`src/rtl/cmd_ctrl.sv`:
```
`default_nettype none
// +--------------------------------------------------------------------------+
// | Module   : cmd_ctrl                                                      |
// | Purpose  : Host-command controller. Parses ASCII frames from the UART RX |
// |            byte stream, drives the measurement-path configuration        |
// |            registers, gates the phase-measurement strobe into the report |
// |            engine and generates a timed PPS re-phase window.             |
// | Ports    : i_clk, i_rst       - clock, synchronous active-high reset     |
// |            i_rx_data/i_rx_den - received byte and its valid strobe       |
// |            i_ph_en            - phase-measurement result-ready strobe    |
// |            o_tx_start         - report-engine start strobe               |
// |            o_pps_ofs          - PPS offset (10 ns units)                 |
// |            o_ch_mask          - PPS1..PPS4 report enables                |
// |            o_rpt_div          - one report per (N+1) i_ph_en strobes     |
// |            o_resync           - PPS re-phase window (level)              |
// |            o_ack / o_err      - command accepted / rejected pulses       |
// |            o_busy             - parser outside IDLE                      |
// | Revision : 1.0 - initial release                                         |
// +--------------------------------------------------------------------------+
module cmd_ctrl #(
  parameter int          TIMEOUT_CYC = 5000000,
  parameter int          RESYNC_CYC  = 55000000,
  parameter logic [27:0] OFS_RST     = 28'd0,
  parameter logic [3:0]  MASK_RST    = 4'hF
) (
  input  logic        i_clk,
  input  logic        i_rst,
  input  logic [7:0]  i_rx_data,
  input  logic        i_rx_den,
  input  logic        i_ph_en,
  output logic        o_tx_start,
  output logic [27:0] o_pps_ofs,
  output logic [3:0]  o_ch_mask,
  output logic [7:0]  o_rpt_div,
  output logic        o_resync,
  output logic        o_ack,
  output logic        o_err,
  output logic        o_busy
);

  localparam int TO_W = $clog2(TIMEOUT_CYC + 1);
  localparam int RS_W = $clog2(RESYNC_CYC + 1);
  localparam logic [TO_W-1:0] TO_LAST = TO_W'(TIMEOUT_CYC - 1);
  localparam logic [RS_W-1:0] RS_LOAD = RS_W'(RESYNC_CYC - 1);

  typedef enum logic [1:0] {IDLE, ARG, DRAIN, APPLY} state_t;
  typedef enum logic [1:0] {CMD_O, CMD_M, CMD_R, CMD_Z} cmd_t;

  state_t          state;
  cmd_t            cmd;
  logic [27:0]     acc;
  logic [2:0]      dig_cnt;
  logic [TO_W-1:0] to_cnt;
  logic [RS_W-1:0] rs_cnt;
  logic [7:0]      rpt_cnt;

  // Byte classification
  logic [7:0] upper;
  logic       is_term;
  logic       is_hex;
  logic [3:0] nibble;
  logic       is_letter;
  cmd_t       letter_cmd;
  logic [2:0] need;

  always_comb begin
    // Fold lower-case ASCII onto upper case so letters and hex digits are case-insensitive
    upper      = (i_rx_data >= 8'h61 && i_rx_data <= 8'h7A) ? (i_rx_data - 8'h20) : i_rx_data;
    is_term    = (i_rx_data == 8'h0D) || (i_rx_data == 8'h0A);
    is_hex     = 1'b0;
    nibble     = 4'h0;
    is_letter  = 1'b1;
    letter_cmd = CMD_O;
    need       = 3'd0;

    if (i_rx_data >= 8'h30 && i_rx_data <= 8'h39) begin
      is_hex = 1'b1;
      nibble = i_rx_data[3:0];
    end else if (upper >= 8'h41 && upper <= 8'h46) begin
      is_hex = 1'b1;
      nibble = upper[3:0] + 4'd9;   // 'A' has low nibble 1 -> 10
    end

    case (upper)
      8'h4F:   letter_cmd = CMD_O;
      8'h4D:   letter_cmd = CMD_M;
      8'h52:   letter_cmd = CMD_R;
      8'h5A:   letter_cmd = CMD_Z;
      default: is_letter  = 1'b0;
    endcase

    case (cmd)
      CMD_O:   need = 3'd7;
      CMD_M:   need = 3'd1;
      CMD_R:   need = 3'd2;
      default: need = 3'd0;
    endcase
  end

  assign o_busy = (state != IDLE);

  always_ff @(posedge i_clk) begin
    if (i_rst) begin
      state      <= IDLE;
      cmd        <= CMD_O;
      acc        <= '0;
      dig_cnt    <= '0;
      to_cnt     <= '0;
      rs_cnt     <= '0;
      rpt_cnt    <= '0;
      o_tx_start <= 1'b0;
      o_pps_ofs  <= OFS_RST;
      o_ch_mask  <= MASK_RST;
      o_rpt_div  <= 8'd0;
      o_resync   <= 1'b0;
      o_ack      <= 1'b0;
      o_err      <= 1'b0;
    end else begin
      o_ack      <= 1'b0;
      o_err      <= 1'b0;
      o_tx_start <= 1'b0;

      // Report scheduler; an 'R' write further down overrides rpt_cnt
      if (i_ph_en) begin
        if (rpt_cnt == 8'd0) begin
          o_tx_start <= 1'b1;
          rpt_cnt    <= o_rpt_div;
        end else begin
          rpt_cnt <= rpt_cnt - 8'd1;
        end
      end

      // Resync window countdown; a 'Z' write further down restarts it
      if (o_resync) begin
        if (rs_cnt == '0) o_resync <= 1'b0;
        else              rs_cnt   <= rs_cnt - RS_W'(1);
      end

      // Inter-byte timer only runs while a frame is open
      if (i_rx_den || state == IDLE || state == APPLY) to_cnt <= '0;
      else                                            to_cnt <= to_cnt + TO_W'(1);

      case (state)
        // Registers are written on the terminator edge; APPLY is the one-cycle
        // busy tail of an accepted command and otherwise behaves like IDLE.
        IDLE, APPLY: begin
          state <= IDLE;
          if (i_rx_den) begin
            if (is_letter) begin
              cmd     <= letter_cmd;
              acc     <= '0;
              dig_cnt <= '0;
              state   <= ARG;
            end else if (!is_term) begin
              state <= DRAIN;
            end
          end
        end

        ARG: begin
          if (i_rx_den) begin
            if (is_hex && dig_cnt < need) begin
              acc     <= {acc[23:0], nibble};
              dig_cnt <= dig_cnt + 3'd1;
            end else if (is_term && dig_cnt == need) begin
              o_ack <= 1'b1;
              state <= APPLY;
              case (cmd)
                CMD_O: o_pps_ofs <= acc;
                CMD_M: o_ch_mask <= acc[3:0];
                CMD_R: begin
                  o_rpt_div <= acc[7:0];
                  rpt_cnt   <= 8'd0;
                end
                default: begin
                  o_resync <= 1'b1;
                  rs_cnt   <= RS_LOAD;
                end
              endcase
            end else if (is_term) begin
              o_err <= 1'b1;
              state <= IDLE;
            end else begin
              state <= DRAIN;
            end
          end else if (to_cnt == TO_LAST) begin
            o_err <= 1'b1;
            state <= IDLE;
          end
        end

        DRAIN: begin
          if (i_rx_den) begin
            if (is_term) begin
              o_err <= 1'b1;
              state <= IDLE;
            end
          end else if (to_cnt == TO_LAST) begin
            o_err <= 1'b1;
            state <= IDLE;
          end
        end

        default: state <= IDLE;
      endcase
    end
  end

endmodule
`default_nettype wire

```
`config.mk`:
```
export PLATFORM = sky130hd
export DESIGN_NAME = cmd_ctrl
export DESIGN_NICKNAME = d
export VERILOG_FILES = /design/src/rtl/cmd_ctrl.sv
export SDC_FILE = /design/constraint.sdc
export NUM_CORES = 1
export LEC_CHECK = 0
export ABC_AREA = 1
export CAP_MARGIN = 20
export CORE_ASPECT_RATIO = 0.8
export CORE_MARGIN = 2
export CORE_UTILIZATION = 45
export DETAILED_ROUTE_END_ITERATION = 8
export PLACE_DENSITY_LB_ADDON = 0.08
export SYNTH_ARGS = -nofsm -noshare
export SYNTH_HDL_FRONTEND = slang
export SYNTH_SLANG_ARGS = --single-unit
```
`constraint.sdc`:
```
create_clock -name i_clk -period 4.32 [get_ports i_clk]
set_clock_uncertainty 0.1 [all_clocks]
set_input_delay 1.296 -clock i_clk [delete_from_list [all_inputs] [get_ports i_clk]]
set_output_delay 1.296 -clock i_clk [all_outputs]
set_load 0.05 [all_outputs]
```
==> results.md <==
### Outcome
* finished clean — outcome

### Finish
* 0.003406 sq mm — area occupied by multi-input gates
* 20.76% — Area growth, synth to finish
* 0.002723 sq mm — total area of sequential cells
* 1,058 — number of nets at the end of the flow
* 0 — antenna fix cells
* 1,424 — Filler Cell Count
* 0.008152 sq mm — cell area after layout
* 174 x sky130_fd_sc_hd__nand2_1, 170 x sky130_fd_sc_hd__nor2_1, 136 x sky130_fd_sc_hd__dfxtp_1, 116 x sky130_fd_sc_hd__inv_1, 62 x sky130_fd_sc_hd__nand3_1 — highest-count cells in the layout ignoring fill and taps
* sky130_fd_sc_hd__nand2_1 — most common library cell in the layout ignoring fill and taps
* 0.06058 — share of layout cells above drive strength 1

### GRT
* 0.04618 — met3 track utilization from global routing
* 0.3187 — met1 capacity usage during global routing
* 5,380 — number of global-route vias before repair
* 0.2894 — global routing usage on met2
* 0.2069 — GRT Util Overall
* 26,850 um — global-route wire length before repair
* 0 — remaining global-route overflow
* met1 — busiest grt layer
* 0 — initial antenna violation count
* 50 — maximum number of pins on one net before global-route repair

### Routing
* 15,980 um — Routed WL
* 533 — DRC violation total after the first TritonRoute iteration
* 0 — number of nets with antenna violations after detailed routing
* 13.00 um — detailed-route wire length per cell
* 5.007 — per-cell via count in the routed design
* 6,153 — vias after detailed routing
* 5 — TritonRoute pass-1 iters
* 0 — DRC

### Critical path
* sky130_fd_sc_hd__nand2_1 — dominant cell type by count on the critical path
* 1.64 ns — r2r setup slk
* clkdlybuf4s50_1 > inv_1 > ha_1 > nor2_1 > nand3_1 > nand4_1 > nand2_1 > nor2_4 > nand2_1 > nor2_1 > nand3_1 > nand2_2 > nand2_1 > nand2_4 > buf_12 > nand3_1 > nand2_1 > nor2_1 — crit path cell chain
* 3.88 ns — Critical Path AT
* cmd[1] — launch instance of the worst register-to-register path
* o_pps_ofs[3] — worst r2r dst
* 44 — crit-path max FO
* sky130_fd_sc_hd__clkdlybuf4s50_1 — worst-path cell with the longest stage delay
* 4.52 ns — data required time of the worst path
* 0.56 ns — peak per-stage delay on the critical path
* 13 — cells on worst reg2reg path
* input port to flip-flop — path type of the worst setup path
* flip-flop — type of destination of the critical path
* input port — element type at the critical path start

### Synth
* 42 — Unique masters post-synth
* 0 — Post-synth EDFFs
* 0.03336 — area share of fa/ha/maj cells after synthesis
* 0.02335 — Synth Area in XOR/XNOR
* sky130_fd_sc_hd__dfxtp_1 40%, sky130_fd_sc_hd__nand2_1 9.7%, sky130_fd_sc_hd__nor2_1 9.5% — largest cells by area after synthesis
* 0 — Synthesis Warnings
* sky130_fd_sc_hd__dfxtp_1 — largest area contributor in the netlist
* 1,006 — synthesized net count
* 0 — share of synthesized flip-flops with an asynchronous set or reset
* 0.3192 — post-synthesis share of cell area spent on and, or, nand and nor gates
* 0.4033 — share of synthesized area occupied by flip-flops and latches
* 0.1273 — Synth Area in Compound Gates
* sky130_fd_sc_hd__dfxtp_1 — dominant synthesized flop cell
* simple AND/OR/NAND/NOR gates — main combinational cell family by area after synthesis
* 976 — post-synthesis cell count
* 0 — post-synthesis mux area share
* 0.006750 sq mm — area of the mapped netlist
* 6.916 sq um — Synth Area per Inst
* 136 — number of flip-flops and latches in the synthesized netlist
* 0.4033 — fraction of synthesized cell area taken by the top area cell type

### Power and ir drop
* 2409 uW — cell internal pwr
* 396.3 mW/mm^2 — Power per Cell Area
* 0.003534 uW — static leakage power
* 0.120 — fraction of power consumed by combinational cells
* 0.2544 — Net Sw Frac
* 821.8 uW — power spent charging and discharging nets
* 0.471 — share of power burned in the clock network
* 0.408 — share of total power in sequential cells
* 313.3 uV — peak ir drop on the vdd network

### Placed design
* 11,150 um — estimated wirelength of the detail-placed design
* 56 — IO buf count
* 0.8522 — Final Wtd Congestion
* 0.007532 sq mm — placed instance area

### CTS
* 17 — CTS buffer count
* 0.41 ns — Clock Latency Late Sink
* 0 — cts hold-fix bufs
* 0.06 ns — Clock Pin Slew Worst Setup and Hold Paths
* 0 — buffers inserted during post-CTS setup optimization
* 2 — maximum buffer depth of the clock tree
* 0 — number of cells upsized or downsized after cts
* sky130_fd_sc_hd__clkbuf_16 — clk root buf
* done — CTS tree
* 136 — TritonCTS Sinks
* 4 — htree depth

### STA
* 271.3 MHz — FMAX
* 0.6298 — max-slew headroom at the worst pin
* no — unrepaired setup endpoints after global routing
* 3.687 ns — Tmin final
* 0.8534 — crit share post-route
* 0 — Hold Violations, Final
* 0.5483 ns — Slew @ Worst Pin
* 0 ns — Post-Route Setup TNS
* 0 — final count of negative-setup-slack endpoints
* 0 — number of max-slew violations in the final report

### Floorplan
* 0.01486 sq mm — core box area
* 57 — total I/O pin count
* 140.9 um — Die X-Extent
* 40 — number of standard-cell rows in the floorplan
* 0.4541 — initial core utilization
* 113.5 um — Vert. Die Dim
* 0.01600 sq mm — Total Die Area

### Hold path
* flip-flop to flip-flop — class of the tightest hold or removal check
* to_cnt[0] — hold path start
* to_cnt[0] — Hold Path End
* 1 — cell depth of the worst min-delay path

### Job
* 0 — count of maximum capacitance violations

[synth_stat cells, types with 2 or more instances]
cell type                  number
sky130_fd_sc_hd__a211oi_1      23
sky130_fd_sc_hd__a21oi_1       46
sky130_fd_sc_hd__a22oi_1        3
sky130_fd_sc_hd__a31oi_1        2
sky130_fd_sc_hd__buf_1          2
sky130_fd_sc_hd__buf_2         15
sky130_fd_sc_hd__clkbuf_1      20
sky130_fd_sc_hd__clkinv_1       4
sky130_fd_sc_hd__dfxtp_1      136
sky130_fd_sc_hd__ha_1          18
sky130_fd_sc_hd__inv_1        116
sky130_fd_sc_hd__inv_2          3
sky130_fd_sc_hd__nand2_1      174
sky130_fd_sc_hd__nand2_2        2
sky130_fd_sc_hd__nand2_4        2
sky130_fd_sc_hd__nand3_1       62
sky130_fd_sc_hd__nand4_1       18
sky130_fd_sc_hd__nor2_1       171
sky130_fd_sc_hd__nor3_1        47
sky130_fd_sc_hd__nor3b_1        4
sky130_fd_sc_hd__nor4_1        10
sky130_fd_sc_hd__o211ai_1       6
sky130_fd_sc_hd__o21ai_0       46
sky130_fd_sc_hd__o22ai_1        2
sky130_fd_sc_hd__o31ai_1        2
sky130_fd_sc_hd__o41ai_1        7
sky130_fd_sc_hd__or2_2          4
sky130_fd_sc_hd__xnor2_1        5
sky130_fd_sc_hd__xor2_1        13
[per-layer routing]
metal / wire length [um] / vias up
li1: - / 3315
met1: 8828 / 2718
met2: 6411 / 105
met3: 581 / 15
met4: 156 / 0
met5: 0 / -
[worst max-delay path, delay by kind of cell]
family,cells,cell delay [ns]
adders and majority gates,1,0.25
and+or+nand+nor,14,1.42
buffers and inverters,3,0.88
[metrics by stage]
stage	util	std cells	hold WS, ns	setup slack, ns	total power, uW
finish	0.5484	1229	0.3471	0.6334	3230
global route	0.5484	1229	0.3800	0.3603	3370
CTS	0.5484	1229	0.3503	0.6539	3249
detailed placement	0.5067	1198	0.3386	0.2516	1723
global placement	0.5067	1198	0.3307	0.3519	1727
floorplan	-	976	0.3175	1.097	1626
[registers in the layout, summed over array words and instances, names as in the netlist]
| register | flops |
|---|---|
| acc | 28 |
| cmd | 2 |
| dig_cnt | 3 |
| o_ack | 1 |
| o_ch_mask | 4 |
| o_err | 1 |
| o_pps_ofs | 28 |
| o_resync | 1 |
| o_rpt_div | 8 |
| o_tx_start | 1 |
| rpt_cnt | 8 |
| rs_cnt | 26 |
| state | 2 |
| to_cnt | 23 |
[cells by family (layout without fill, tap and decap cells)]
| family | Yosys count | count (layout) |
|---|---|---|
| DFF | 136 | 136 |
| AOI/OAI and AO/OA | 143 | 143 |
| xor gates and xnor gates | 18 | 18 |
| and+or+nand+nor | 500 | 500 |
| buffers and inverters | 161 | 225 |
| adders and majority gates | 18 | 18 |
[area by class of cell]
cell class | count | area share
flip-flops and latches | 136 | 0.3340
clock buffers | 19 | 0.05434
clock inverters | 12 | 0.02164
multi-input cells | 679 | 0.4178
repair buffers | 71 | 0.08657
inverters | 123 | 0.05664
well taps | 189 | 0.02901
[power by group through the flow]
stage / registers, uW / logic [uW] / clock network (uW)
2_1_floorplan: 1340 / 283 / 0
3_3_place_gp: 1350 / 381 / 0
3_5_place_dp: 1350 / 377 / 0
4_1_cts: 1320 / 383 / 1550
5_1_grt: 1320 / 443 / 1610
6_report: 1320 / 389 / 1520
[worst max-delay path by stage]
stage / from / end / cells past startpoint
final: i_rx_data[1] / acc[6] / 18
after global routing: i_rx_data[1] / acc[6] / 18
after CTS: i_rx_data[1] / acc[6] / 16
after detailed placement: i_rx_data[1] / acc[6] / 16
after global placement: i_rx_data[1] / acc[23] / 16
after floorplan: i_rx_data[0] / acc[11] / 16
(Power assumes the default switching activity.)
